[config.mk]
export PLATFORM = sky130hd
export DESIGN_NAME = mul_arbiter
export DESIGN_NICKNAME = d
export VERILOG_FILES = /design/src/rtl/mul_arbiter.sv
export SDC_FILE = /design/constraint.sdc
export NUM_CORES = 1
export LEC_CHECK = 0
export CORE_AREA = 2 2 61 63
export DETAILED_ROUTE_END_ITERATION = 7
export DIE_AREA = 0 0 63 65
export PLACE_DENSITY = 0.81
export REMOVE_ABC_BUFFERS = 1
export SYNTH_ARGS = -nofsm -noshare
export SYNTH_HDL_FRONTEND = slang
export SYNTH_SLANG_ARGS = --single-unit
[constraint.sdc]
create_clock -name CLOCK -period 1.6 [get_ports CLOCK]
set_clock_uncertainty 0.1 [all_clocks]
set_input_delay 0.32 -clock CLOCK [delete_from_list [all_inputs] [get_ports CLOCK]]
set_output_delay 0.32 -clock CLOCK [all_outputs]
set_load 0.05 [all_outputs]
[src/rtl/mul_arbiter.sv]
// Round-robin arbiter that time-shares one sequential 4x4 multiplier among N requesters.
// A grant latches the winner's operands, pulses MUL_START, waits MUL_LAT cycles and then returns the product.
module mul_arbiter #(
    parameter int N       = 2,
    parameter int MUL_LAT = 6
) (
    input  logic                 CLOCK,
    input  logic                 RESET,
    input  logic [N-1:0]         REQ,
    input  logic [4*N-1:0]       MD_IN,
    input  logic [4*N-1:0]       MQ_IN,
    output logic [N-1:0]         ACK,
    output logic [7:0]           ANS_OUT,
    output logic [$clog2(N)-1:0] GNT_ID,
    output logic                 BUSY,
    output logic [3:0]           MUL_MD,
    output logic [3:0]           MUL_MQ,
    output logic                 MUL_START,
    input  logic [7:0]           MUL_ANS,
    output logic [1:0]           dbg_state
);

    localparam int IW = $clog2(N);
    localparam int CW = $clog2(MUL_LAT) + 1;
    localparam logic [CW-1:0] CNT_LAST = CW'(MUL_LAT - 1);

    typedef enum logic [1:0] {IDLE, ISSUE, WAIT, DONE} state_t;

    state_t          state, state_n;
    logic [IW-1:0]   ptr, ptr_n;
    logic [CW-1:0]   cnt, cnt_n;
    logic [3:0]      md_n, mq_n;
    logic            start_n;
    logic [N-1:0]    ack_n;
    logic [7:0]      ans_n;
    logic [IW-1:0]   gnt_n;

    logic [N-1:0]    req_rot;
    logic [IW-1:0]   offset, win, ptr_inc;
    logic [IW:0]     win_sum, inc_sum;
    logic [3:0]      md_sel, mq_sel;
    logic [N-1:0]    ack_onehot;

    assign dbg_state = state;

    // Handshake: a requester holds REQ high until it sees its one-cycle ACK
    // pulse; ANS_OUT is valid in that cycle and REQ must drop before the
    // arbiter is back in IDLE, otherwise it counts as a fresh request.
    always_comb begin
        req_rot = N'({REQ, REQ} >> ptr);
        offset  = '0;
        for (int j = N - 1; j >= 0; j--) begin
            if (req_rot[j]) offset = IW'(j);
        end
        win_sum = {1'b0, ptr} + {1'b0, offset};
        if (win_sum >= (IW+1)'(N)) win_sum = win_sum - (IW+1)'(N);
        win     = win_sum[IW-1:0];
        inc_sum = {1'b0, win} + (IW+1)'(1);
        if (inc_sum == (IW+1)'(N)) inc_sum = '0;
        ptr_inc = inc_sum[IW-1:0];

        md_sel     = '0;
        mq_sel     = '0;
        ack_onehot = '0;
        for (int i = 0; i < N; i++) begin
            if (win == IW'(i)) begin
                md_sel = MD_IN[4*i +: 4];
                mq_sel = MQ_IN[4*i +: 4];
            end
            if (GNT_ID == IW'(i)) ack_onehot[i] = 1'b1;
        end
    end

    always_comb begin
        state_n = state;
        ptr_n   = ptr;
        cnt_n   = cnt;
        md_n    = MUL_MD;
        mq_n    = MUL_MQ;
        start_n = 1'b0;
        ack_n   = '0;
        ans_n   = ANS_OUT;
        gnt_n   = GNT_ID;
        case (state)
            IDLE: begin
                if (|REQ) begin
                    md_n    = md_sel;
                    mq_n    = mq_sel;
                    gnt_n   = win;
                    ptr_n   = ptr_inc;
                    start_n = 1'b1;
                    state_n = ISSUE;
                end
            end
            ISSUE: begin
                cnt_n   = '0;
                state_n = WAIT;
            end
            WAIT: begin
                cnt_n = cnt + CW'(1);
                if (cnt == CNT_LAST) begin
                    ans_n   = MUL_ANS;
                    ack_n   = ack_onehot;
                    state_n = DONE;
                end
            end
            DONE: begin
                state_n = IDLE;
            end
            default: state_n = IDLE;
        endcase
    end

    always_ff @(posedge CLOCK) begin
        if (RESET) begin
            state     <= IDLE;
            ptr       <= '0;
            cnt       <= '0;
            MUL_MD    <= '0;
            MUL_MQ    <= '0;
            MUL_START <= 1'b0;
            ACK       <= '0;
            ANS_OUT   <= '0;
            GNT_ID    <= '0;
            BUSY      <= 1'b0;
        end else begin
            state     <= state_n;
            ptr       <= ptr_n;
            cnt       <= cnt_n;
            MUL_MD    <= md_n;
            MUL_MQ    <= mq_n;
            MUL_START <= start_n;
            ACK       <= ack_n;
            ANS_OUT   <= ans_n;
            GNT_ID    <= gnt_n;
            BUSY      <= (state_n != IDLE);
        end
    end

endmodule

==> run summary <==
STA classifies the critical path endpoint as a flop. The die boundary width is around 63 um. The normalized max-slew margin is 0.625. In this run the worst hold path is classified as reg -> reg.

The final critical delay including setup and external delays came out at approximately 1500 ps. Counting flops and latches in the post-synthesis netlist gives 28. The global-route usage over all layers came out at 0.163. The share of total power dissipated in the clock network is 0.124. The die height is 65 um. The startpoint of the lowest-slack hold path is ANS_OUT[5]. The total leakage power is ~0.85 nW. The run finished with clean final reports. The number of remaining DRC errors came out at 0. The part of the cycle the worst path needs is 0.943. The critical path in this run is classified as reg -> reg. The CTS H-tree depth is 1. The portion of total power attributed to sequential cells came out at 0.342.

The count of nets left with antenna violations once routing finished came out at 0. The data arrival time of the critical path is 1650 ps. The internal portion of the total power is 1.69 mW. The mean area per synthesized cell came out at between 8 and 9 sq um.

The delay of the slowest cell on the worst path is between 300 and 400 ps. Across all hold checks on the routed design, the worst slack comes to between 400 and 500 ps. The final route contains between 1000 and 1500 vias.

The slowest stage of the critical path belongs to the cell dfxtp_2. Counting every sink on the clock net gives 28. The starting density of the core is 0.372. The tree is rooted in a clkbuf_4. Along the worst path, the maximum fanout reaches 5.

Once layout is complete, the utilization of the core stands at 0.621. The number of buffers inserted by port buffering is 50. The number of antenna violations at the first check in global routing is 0. The ratio of routed vias to standard cells came out at around 5.1. The async set-reset flop share out of synthesis is 0.

The worst setup slack after placement came out at -190 ps. The most area-hungry cell type in the Yosys netlist is dfxtp_1. The netlist uses 33 different library cells. In the synthesized netlist the dominant register cell turns out to be dfxtp_1. The total length of routed wires is roughly 3.2 mm. The number of hold violations in the final report came out at 0. The post-layout worst setup margin came out at about 90 ps. The switching power share of the total is 0.394. Detailed placement finished with a half-perimeter wire length of around 2.4 mm. The CTS tree is built. The number of warnings issued by yosys is 0. The share of power burned in combinational logic came out at 0.535. The startpoint type of the worst setup path is a flop. The share of cells above drive strength 1 is 0.261. The number of cell rows came out at 22. The number of buffers on the longest clock path came out at 2. The core region area came out at 3500 sq um. The wire length of the first global-routing pass came out at between 5 and 6 mm. The die footprint is 4100 sq um. In the final routed layout, each cell accounts on average for approximately 13 um. The power density of the placed cells came out at 1290 nW/um^2.

The worst register-to-register path begins at dbg_state[0]. The hold buffer count at cts is 0. Synthesis handed over a netlist of between 100 and 150 instances. The clock reaches the later pin of the worst-skew pair after roughly 330 ps.

For this block, the initial DRC count from the detailed router was 48. VDD sags by at most around 0.0011 V. After layout, the design draws a total of about 2.8 mW.

The share of the synthesized area in the top cell type came out at 0.431. The number of maximum-capacitance violations came out at 0. The clock buffer count from CTS is 3.

Summed over all layers, the global routing overflow is 0. Yosys instantiated no cell more often than dfxtp_1. The setup-violating endpoint count in the final report came out at 0. Yosys mapped a number of flops with a built-in enable equal to 0. The via count of the first global-routing pass came out at 1268. The total count of max-transition violations in the final report came out at 0. The maximum number of pins on one net before global-route repair came out at 20. The most critical setup path has its startpoint at dbg_state[0].

For this run, the register share of the synthesized area comes to 0.431. The final layout net count came out at about 230. Clock-pin slew was measured on the worst setup and hold paths at ~150 ps. STA puts the critical path data required time at about 1700 ps. The signal on the critical path passes through inv_2 -> ha_2 -> nand2_1 -> or3_1 -> o32ai_1.

The total inserted antenna cells came out at 0. The fmax came out at between 600 and 700 MHz. Relative to the synthesized area, the layout overhead comes to 66.9%.

The number of search-and-repair iterations in the first detailed-routing pass is 4. By area the synthesized netlist is led by dfxtp_1, o2111a_1, nand2_1. At the pin with the least slew margin, the transition time is about 560 ps. Routability-driven placement finished with a final weighted congestion of slightly below 0.8. around 50 I/O pins were placed.

The combined area of all synthesized cells is 1300 sq um. Counting instances in the post-synthesis netlist gives the leading cell types as dfxtp_1, nand2_1, inv_1. The switching power of the nets is around 1.1 mW.

Setup repair after global routing could not meet its margin everywhere. For the final routed database, the setup TNS stands at 0 ps.
==> per-layer routing <==
| layer | vias up | track usage | wire length [um] |
|---|---|---|---|
| li1 | 625 | - | - |
| met1 | 589 | 0.194 | 1350 |
| met2 | 34 | 0.287 | 1650 |
| met3 | 6 | 0.0330 | 149 |
| met4 | 0 | 0.0611 | 43 |
| met5 | - | 0 | 0 |
==> metrics by stage <==
step,cell area (sq um),std cells
after floorplan,1220,133
after global placement,2090,241
after detailed placement,2090,241
after CTS,2120,245
after global routing,2170,247
final,2170,247
==> registers in the layout (all words and copies together), names as in the netlist <==
register and cells:
ACK 2, GNT_ID 1, cnt 4, ANS_OUT 8, MUL_MD 4, dbg_state 2
MUL_MQ 4, BUSY 1, ptr 1, MUL_START 1
==> critical path, delay by kind of cell (launching register included) <==
family | cells | cell delay [ps]
simple gates | 2 | 420
flops | 1 | 370
fa+ha+maj | 1 | 360
compound gates | 1 | 130
buf+inv | 1 | 50
==> cell families after synthesis <==
| group | after synthesis | synth area share |
|---|---|---|
| AND/OR/NAND/NOR | 50 | 0.198 |
| AO/OA/AOI/OAI | 34 | 0.211 |
| flip-flops | 28 | 0.431 |
| buffers and inverters | 27 | 0.103 |
| adder cells (fa/ha/maj) | 5 | 0.0481 |
| multiplexers | 1 | 0.00866 |
==> layout make-up <==
type	count	area (sq um)
sequential	28	563
clock buffer	4	36.3
inverter	15	56.3
timing repair buffer	62	828
fill	300	1330
tap	48	60.1
multi-input combinational	90	626
==> path summary, 6_finish.rpt <==
path / to / cells past startpoint / slack, ps
setup / recovery: cnt[3] / 5 / 90
hold reg to reg: ANS_OUT[5] / 2 / 400
hold / removal: ANS_OUT[5] / 2 / 400
setup reg to reg: cnt[3] / 5 / 90
==> power groups by stage <==
stage                     clock network [mW]  logic, mW  registers (mW)
after detailed placement                   0       1.40           0.958
after global placement                     0       1.37           0.957
after global routing                   0.384       1.59           0.968
after floorplan                            0      0.367            1.26
final                                  0.345       1.49           0.952
after CTS                              0.353       1.41           0.946
==> what timing repair did <==
item | CTS | global route
setup buffers | 0 | 2
setup endpoints to repair | 0 | 17
gates resized for setup | 0 | 12
==> placed cells by master, fill, tap and decap left out, types with 6 or more instances in the layout <==
master,netlist,routed
nand2_1,17,17
a21oi_1,11,11
nor4_1,7,6
nor2_1,11,11
dfxtp_1,28,26
clkdlybuf4s50_1,0,27
buf_12,0,23
o2111a_1,8,8
buf_4,1,10
inv_1,14,12
(Power assumes the default switching activity.)
